--- src/rtl/tri_proto_pkg.sv ---
// Bootloader load-protocol constants, triangle type and uploader state encoding.
// Latency: n/a (declarations only).
// Backpressure: n/a. Shared by the host-side uploader and the bootloader receiver.
package tri_proto_pkg;

  localparam int TRI_W     = 144;
  localparam int TRI_BYTES = TRI_W / 8;
  localparam int CNT_BYTES = 4;

  // One byte counter serves both phases, so size it for the longer one.
  localparam int IDX_W = $clog2((TRI_BYTES > CNT_BYTES) ? TRI_BYTES : CNT_BYTES);

  typedef logic [TRI_W-1:0] triangle_t;

  typedef enum logic [2:0] {
    IDLE,
    CNT_SEND,
    CNT_WAIT,
    FETCH,
    LOAD,
    TRI_SEND,
    TRI_WAIT,
    FINISH
  } upl_state_t;

endpackage

--- src/rtl/triangle_uploader_tx_byte_sequencer.sv ---
// UART byte launcher: registers the byte and trmt strobe, detects tx_done rising edges, counts bytes.
// Latency: load_i in cycle N -> trmt_o/tx_data_o in cycle N+1; tx_done_rise_o is combinational.
// Backpressure: one byte outstanding; the caller waits for tx_done_rise_o before the next load_i.
// Ports: load_i/byte_i launch a byte; idx_clr_i/idx_inc_i steer byte_idx_o;
//        tx_done_i from the UART; trmt_o/tx_data_o to the UART.
module tx_byte_sequencer
  import tri_proto_pkg::*;
(
  input  logic             clk,
  input  logic             system_rst_n,
  input  logic             load_i,
  input  logic [7:0]       byte_i,
  input  logic             idx_clr_i,
  input  logic             idx_inc_i,
  input  logic             tx_done_i,
  output logic             trmt_o,
  output logic [7:0]       tx_data_o,
  output logic             tx_done_rise_o,
  output logic [IDX_W-1:0] byte_idx_o
);

  logic             trmt_q;
  logic [7:0]       tx_data_q;
  logic             tx_done_q;
  logic [IDX_W-1:0] byte_idx_q, byte_idx_d;

  always_comb begin
    byte_idx_d = byte_idx_q;
    if (idx_clr_i) begin
      byte_idx_d = '0;
    end else if (idx_inc_i) begin
      byte_idx_d = byte_idx_q + 1'b1;
    end
  end

  always_ff @(posedge clk or negedge system_rst_n) begin
    if (!system_rst_n) begin
      trmt_q     <= 1'b0;
      tx_data_q  <= 8'h00;
      tx_done_q  <= 1'b0;
      byte_idx_q <= '0;
    end else begin
      trmt_q     <= load_i;
      tx_done_q  <= tx_done_i;
      byte_idx_q <= byte_idx_d;
      if (load_i) begin
        tx_data_q <= byte_i;
      end
    end
  end

  // A level left high from the previous byte must not count as a new completion.
  assign tx_done_rise_o = tx_done_i & ~tx_done_q;
  assign trmt_o         = trmt_q;
  assign tx_data_o      = tx_data_q;
  assign byte_idx_o     = byte_idx_q;

endmodule

--- src/rtl/triangle_uploader.sv ---
// Host-side bootloader uploader: 4-byte count then 18 bytes per triangle, all LSB first, over a UART.
// Latency: start at N -> trmt at N+1; triangle tx_done edge -> tri_rd_en +1 -> first trmt +2.
// Backpressure: waits for each tx_done rising edge; start is ignored while busy or during done.
// Ports: start/num_tris request an upload; tri_rd_* read the synchronous triangle memory;
//        tx_data/trmt/tx_done talk to the UART; busy/done/tri_index report progress.
module triangle_uploader
  import tri_proto_pkg::*;
#(
  parameter int ADDR_W = 32
) (
  input  logic              clk,
  input  logic              system_rst_n,
  input  logic              start,
  input  logic [31:0]       num_tris,
  output logic              tri_rd_en,
  output logic [ADDR_W-1:0] tri_rd_addr,
  input  logic [TRI_W-1:0]  tri_rd_data,
  output logic [7:0]        tx_data,
  output logic              trmt,
  input  logic              tx_done,
  output logic              busy,
  output logic              done,
  output logic [ADDR_W-1:0] tri_index
);

  upl_state_t        state_q, state_d;
  logic [31:0]       cnt_q, cnt_d;
  logic [ADDR_W-1:0] tri_index_q, tri_index_d;
  triangle_t         shreg_q, shreg_d;

  logic              seq_load;
  logic [7:0]        seq_byte;
  logic              idx_clr, idx_inc;
  logic              tx_rise;
  logic [IDX_W-1:0]  byte_idx;

  logic              cnt_last_byte, tri_last_byte, tri_last;
  logic [7:0]        cnt_next_byte;

  tx_byte_sequencer u_seq (
    .clk            (clk),
    .system_rst_n   (system_rst_n),
    .load_i         (seq_load),
    .byte_i         (seq_byte),
    .idx_clr_i      (idx_clr),
    .idx_inc_i      (idx_inc),
    .tx_done_i      (tx_done),
    .trmt_o         (trmt),
    .tx_data_o      (tx_data),
    .tx_done_rise_o (tx_rise),
    .byte_idx_o     (byte_idx)
  );

  assign cnt_last_byte = (byte_idx == IDX_W'(CNT_BYTES - 1));
  assign tri_last_byte = (byte_idx == IDX_W'(TRI_BYTES - 1));
  // Only consulted in TRI_WAIT, where cnt_q is known to be non-zero.
  assign tri_last      = (tri_index_q == ADDR_W'(cnt_q - 32'd1));
  // Bytes are loaded on the edge entering the SEND state, so pick the byte after the current one.
  assign cnt_next_byte = 8'(cnt_q >> {byte_idx + IDX_W'(1), 3'b000});

  always_ff @(posedge clk or negedge system_rst_n) begin
    if (!system_rst_n) begin
      state_q     <= IDLE;
      cnt_q       <= 32'd0;
      tri_index_q <= '0;
      shreg_q     <= '0;
    end else begin
      state_q     <= state_d;
      cnt_q       <= cnt_d;
      tri_index_q <= tri_index_d;
      shreg_q     <= shreg_d;
    end
  end

  always_comb begin
    state_d = state_q;
    case (state_q)
      IDLE:     if (start) state_d = CNT_SEND;
      CNT_SEND: state_d = CNT_WAIT;
      CNT_WAIT: if (tx_rise) begin
        if (cnt_last_byte) state_d = (cnt_q != 32'd0) ? FETCH : FINISH;
        else               state_d = CNT_SEND;
      end
      FETCH:    state_d = LOAD;
      LOAD:     state_d = TRI_SEND;
      TRI_SEND: state_d = TRI_WAIT;
      TRI_WAIT: if (tx_rise) begin
        if (tri_last_byte) state_d = tri_last ? FINISH : FETCH;
        else               state_d = TRI_SEND;
      end
      FINISH:   state_d = IDLE;
      default:  state_d = IDLE;
    endcase
  end

  // shreg holds only the bytes not yet launched; the byte for each SEND
  // state is handed to the sequencer on the edge that enters it.
  always_comb begin
    seq_load    = 1'b0;
    seq_byte    = 8'h00;
    idx_clr     = 1'b0;
    idx_inc     = 1'b0;
    cnt_d       = cnt_q;
    tri_index_d = tri_index_q;
    shreg_d     = shreg_q;
    tri_rd_en   = (state_q == FETCH);
    tri_rd_addr = tri_index_q;
    busy        = (state_q != IDLE);
    done        = (state_q == FINISH);
    tri_index   = tri_index_q;
    case (state_q)
      IDLE: if (start) begin
        cnt_d       = num_tris;
        tri_index_d = '0;
        idx_clr     = 1'b1;
        seq_load    = 1'b1;
        seq_byte    = num_tris[7:0];
      end
      CNT_WAIT: if (tx_rise) begin
        if (cnt_last_byte) begin
          idx_clr = 1'b1;
        end else begin
          idx_inc  = 1'b1;
          seq_load = 1'b1;
          seq_byte = cnt_next_byte;
        end
      end
      LOAD: begin
        shreg_d  = tri_rd_data >> 8;
        seq_load = 1'b1;
        seq_byte = tri_rd_data[7:0];
      end
      TRI_WAIT: if (tx_rise) begin
        if (tri_last_byte) begin
          idx_clr = 1'b1;
          if (!tri_last) tri_index_d = tri_index_q + 1'b1;
        end else begin
          idx_inc  = 1'b1;
          seq_load = 1'b1;
          seq_byte = shreg_q[7:0];
          shreg_d  = shreg_q >> 8;
        end
      end
      default: ;
    endcase
  end

endmodule

--- config.mk ---
export PLATFORM = sky130hd
export DESIGN_NAME = triangle_uploader
export DESIGN_NICKNAME = d
export VERILOG_FILES = /design/src/rtl/tri_proto_pkg.sv /design/src/rtl/triangle_uploader_tx_byte_sequencer.sv /design/src/rtl/triangle_uploader.sv
export SDC_FILE = /design/constraint.sdc
export NUM_CORES = 1
export LEC_CHECK = 0
export BUFFER_PORTS_ARGS = -buffer_cell sky130_fd_sc_hd__buf_2
export CAP_MARGIN = 40
export CELL_PAD_IN_SITES_DETAIL_PLACEMENT = 1
export CELL_PAD_IN_SITES_GLOBAL_PLACEMENT = 1
export CORE_MARGIN = 1
export CORE_UTILIZATION = 38
export CTS_CLUSTER_SIZE = 25
export DETAILED_ROUTE_END_ITERATION = 16
export GPL_TIMING_DRIVEN = 0
export PLACE_DENSITY = 0.81
export RECOVER_POWER = 100
export SLEW_MARGIN = 10
export SYNTH_ARGS = -nofsm -noshare
export SYNTH_HDL_FRONTEND = slang
export SYNTH_SLANG_ARGS = --single-unit
--- constraint.sdc ---
create_clock -name clk -period 3.1 [get_ports clk]
set_clock_uncertainty 0.1 [all_clocks]
set_input_delay 0.31 -clock clk [delete_from_list [all_inputs] [get_ports clk]]
set_output_delay 0.31 -clock clk [all_outputs]
set_load 0.05 [all_outputs]
Yosys cells after proc, flatten, opt, wreduce, memory -nomap -nowiden --
Cells that the tools add are included.
Operators by class: eq/ne operators 16, shifts and indexed selects 1, bitwise operators 2, mux-type cells 36, reduce and logical (&&, ||, !) cells 10, add/sub/neg operators 3
Operators by type and width (count):
- two-way mux 144 bit | 2
- case mux 144 bit (2 select lines) | 1
- two-way mux 32 bit | 4
- case mux 32 bit (2 select lines) | 1
- two-way mux 8 bit | 5
- adder 32 x 1 -> 32 bit, second input constant | 1
- == test 32 bit | 1
- case mux 8 bit (4 select lines) | 1
- nonzero test 32 bit | 1
- >> shifter 32 x 8 -> 8 bit | 1
- subtractor 32 x 1 -> 32 bit, second input constant | 1
- case mux 3 bit (8 select lines) | 1
- two-way mux 3 bit | 7
- == test 3 bit, second input constant | 4
- != test 2 bit, second input constant | 6
- two-way mux 5 bit | 2
- two-way mux 1 bit | 9
- == test 3 x 2 -> 1 bit, second input constant | 2
- AND reduction 3 bit | 2
- nonzero test 2 bit | 3
- adder 5 x 1 -> 5 bit, second input constant | 1
- == test 5 x 2 -> 1 bit, second input constant | 1
- == test 5 bit, second input constant | 1
- AND reduction 5 bit | 1
- 9 further kinds | 9
Storage, ports and cells: bits in registers 226, input port bits 180

Longest topological paths before layout --
depth after elaboration 6, mapped depth 13, gate-level depth less buffers 10

Cells and area by module --
A second synthesis with hierarchy kept.
Second synthesis, totals: cells, all modules 1273, area total of the unflattened synthesis 11936.4 um^2
Modules (own cells, without submodules):
- triangle_uploader | area an instance 11332.1 um^2, instances 1, cells each 1231
- tx_byte_sequencer | area an instance 604.3 um^2, instances 1, cells each 42

Least setup slack after synthesis --
No wires, ideal clock.
kind flip-flop to flip-flop, from reg cnt_q[0], to reg tri_index_q[28] (netlist: tri_index[28]), cell stages (with the launch flop) 13, slack -0.044 ns, data required time 2.922 ns, data arrival time 2.966 ns, setup time 0.078 ns, path buffers 2, cells stage by stage dfrtp_1 > inv_1 > ha_1 > nor3b_2 > nand2_2 > or4_1 > a21oi_1 > nand4_1 > a2111oi_4 > buf_6 > buf_6 > o21ai_1 > a21oi_1
Between the ends: cells in the longest elaborated chain, start to end 4
RTL lines:
- from (decl) | RTL line triangle_uploader.sv:27 | logic [31:0] cnt_q, cnt_d;
- from (signal assigned) | RTL line triangle_uploader.sv:69 | cnt_q <= cnt_d;
- subtractor 32 x 1 -> 32 bit | RTL line triangle_uploader.sv:57 | assign tri_last = (tri_index_q == ADDR_W'(cnt_q - 32'd1));
- == test 32 bit | RTL line triangle_uploader.sv:57
- != test 2 bit (no source line)
- AND reduction 5 bit (no source line)
- to (signal assigned) | RTL line triangle_uploader.sv:70 | tri_index_q <= tri_index_d;
- to (decl) | RTL line triangle_uploader.sv:28 | logic [ADDR_W-1:0] tri_index_q, tri_index_d;
No other way between the ends. A chain may end at the register's enable or synchronous reset.

Worst setup path after layout --
from reg cnt_q[0], to reg tri_index_q[26] (netlist: tri_index[26])
The elaborated chain is that of the path after synthesis.

==> metrics.txt <==
status finished, violations left; failing checks hold timing, capacitance limit, slew limit, setup timing; pre-CTS setup slack -0.967 ns; vias in the first global route 13243; worst hold slack -0.0171 ns; DR iter-0 viols 885; antenna violations before repair 8; drt total wl 49200 um; synthesized area per cell 9.32 um2; worst setup path endpoint tri_index[26]; synth-to-layout area growth 39.9%; Core ar. 29900 um2; RR Endpoint tri_index[26]; gr ovfl total 0; Syn Nets 1434; CTS sink cnt 218; share of cells above drive strength 1 0.257; Setup Crit Path Kind register to register; Top FF cell, synth dfrtp_1; Final GP Congestion 0.910; routed len/inst 23.1 um; synthesized flop and latch total 218; Yosys cell types 62; final net count 1896; Finish-stage setup viols 33; vias per cell 5.75; FFs w/ async S/R, synth 1.00; Hold Path Class primary input to register; storage element area 5470 um2; Clk Latency, worst-skew pair 0.56 ns; power per cell area 870 nW/um2; post-route ant nets 0; die area 31400 um2; final worst-path cycle share 1.07; setup TNS -4.85 ns; r2r setup slk -0.21 ns; Clock Pin Slew Worst Setup and Hold Paths 0.06 ns; GR Util met1 0.360; Die H 177 um; Post-Syn Instances 1250; Worst Path Arrival 3.67 ns; leakage power 8.29 nW; io pins 256; Port Buffer Count 255; Inserted Clock Buffers 26; Fin. Hold Viols 1; Max IR drop VDD 0.528 mV; number of synthesized flops with an enable pin 0; register area share after synthesis 0.468; Rel. slew slack -0.0330; DRC viols 0; worst slew pin tran 1.55 ns; first-pass GRT wire length 74900 um; number of filler cells placed in the layout 3426; Most Crowded Layer GR met2; DP HPWL 30300 um; YS warnings 0; Total GRT Usage 0.310; Worst Path Max Fanout 6; TritonCTS clock tree yes; largest net degree at the start of global routing 101; Global Route met3 Usage 0.0563; CTS max path bufs 3; area occupied by multi-input gates 5860 um2; post-layout min period 3.31 ns; Req. time, crit path 3.46 ns; met2 usage 0.544; worst r2r src cnt_q[0]; RSZ-0062 raised after global routing yes; FMAX 302 MHz; root cell of the clock tree clkbuf_16; worst r2r path cells 15; H-tree Lvls 1; TritonRoute pass-1 iters 7; Die Wd 177 um; critical path endpoint category register; Starting Density 0.390; total chip power 14.2 mW; Final Max Slew Viols 26; FP Rows 63; CP Launch Type register; max_cap viols 1; DR vias 12223; worst setup path startpoint cnt_q[0]; final worst slack -0.210 ns; Post-Syn Area 11700 um2; Hold Startpoint tri_rd_data[21]
[state kept, by name (all words and copies together), names as in the netlist]
| register | cells |
|---|---|
| u_seq.tx_done_q | 1 |
| cnt_q | 32 |
| state_q | 3 |
| u_seq.trmt_o | 1 |
| tri_index | 32 |
| shreg_q | 136 |
| u_seq.byte_idx_o | 5 |
| u_seq.tx_data_o | 8 |
[stage by stage]
| stage | cell area, um2 | utilization | instances |
|---|---|---|---|
| after detailed placement | 13500 | 0.453 | 1900 |
| after global routing | 16300 | 0.545 | 2122 |
| after floorplan | 11700 | - | 1250 |
| final | 16300 | 0.546 | 2126 |
| after CTS | 16100 | 0.539 | 2105 |
| after global placement | 13400 | 0.450 | 1895 |
[synth_stat cells, types with 14 or more instances]
cell type / n / share of area
mux2i_1: 129 / 0.11
buf_4: 32 / 0.021
dfrtp_1: 218 / 0.47
clkbuf_1: 73 / 0.024
xnor2_1: 25 / 0.019
or3_1: 32 / 0.017
nor3_1: 15 / 0.0064
a31oi_1: 14 / 0.0075
a21oi_1: 34 / 0.015
nand3_1: 22 / 0.0095
nand4_1: 23 / 0.012
o21ai_0: 168 / 0.072
xor2_1: 20 / 0.015
and3_1: 16 / 0.0086
nor2_1: 41 / 0.013
nand2_1: 256 / 0.082
nand2b_1: 15 / 0.0081
[layout by cell type (no fill, tap or decap), types with 6 or more instances in the layout]
cell type | Yosys | layout
nand4_1 | 23 | 23
o21ai_2 | 0 | 6
nor2_1 | 41 | 37
a31oi_1 | 14 | 14
and4_1 | 6 | 6
clkbuf_16 | 0 | 26
and3_1 | 16 | 16
a222oi_1 | 8 | 8
nor3_1 | 15 | 15
mux4_2 | 8 | 8
nand2_1 | 256 | 256
xor2_1 | 20 | 20
buf_4 | 32 | 71
buf_2 | 5 | 244
dfrtp_1 | 218 | 207
or3_1 | 32 | 29
xnor2_1 | 25 | 25
clkbuf_2 | 0 | 8
clkbuf_1 | 73 | 77
dfrtp_2 | 0 | 11
diode_2 | 0 | 9
or4_1 | 10 | 7
dlygate4sd3_1 | 0 | 140
o21ai_0 | 168 | 166
nand3_1 | 22 | 21
mux2i_1 | 129 | 129
a21oi_1 | 34 | 31
nand2b_1 | 15 | 15
[cell type report]
class	count	share of cell area
Multi-Input combinational cell	912	0.359
Antenna cell	9	0.00138
Timing Repair Buffer	439	0.186
Tap cell	390	0.0299
Clock inverter	7	0.00384
Clock buffer	36	0.0453
Inverter	6	0.00138
Buffer	109	0.0371
Sequential cell	218	0.335
[worst min-delay path by stage]
| stage | slack [ns] | endpoint | cells after the start |
|---|---|---|---|
| 6_report | -0.02 | shreg_q[13] | 3 |
| 2_1_floorplan | -0.09 | cnt_q[0] | 0 |
| 5_1_grt | 0.004 | shreg_q[27] | 3 |
| 3_5_place_dp | 0.07 | tri_index[14] | 1 |
| 4_1_cts | 0.001 | shreg_q[70] | 3 |
| 3_3_place_gp | 0.34 | u_seq.tx_done_q | 1 |
[logic make-up after synthesis]
group | share of synthesized area
AOI/OAI and AO/OA | 0.124
xor gates and xnor gates | 0.0338
adders and majority gates | 0.00430
buffers and inverters | 0.0508
DFF | 0.468
muxes | 0.126
and+or+nand+nor | 0.192
[power by group]
part	internal (mW)	switching, mW	total, mW
sequential	4.01	1.11	5.12
clock	1.66	1.29	2.95
combinational	2.26	3.87	6.12
total	7.92	6.26	14.2
[critical path, cell delays in order, from the launching register on]
cell	delay (ns)
dfrtp_2	0.41
inv_2	0.08
ha_4	0.17
nor3b_4	0.23
buf_4	0.15
buf_4	0.09
nand4_1	0.09
xnor2_1	0.16
nor4_2	0.39
nand4_1	0.23
a2111oi_4	0.41
buf_6	0.19
buf_12	0.14
buf_8	0.13
o21ai_1	0.07
a21oi_1	0.15
[layer usage]
layer | share of wire | up-vias
li1 | - | 5326
met1 | 0.38 | 6187
met2 | 0.51 | 522
met3 | 0.062 | 186
met4 | 0.053 | 2
met5 | 0.00035 | -
[timing repair]
item,4_1_cts,5_1_grt
cloned,1,0
resized for setup,57,41
endpoints found under the hold margin,263,0
hold buffers,140,0
pin swaps,25,22
setup buffers,24,14
endpoints found under the setup margin,161,184
Power figures use the tool's default switching activity.
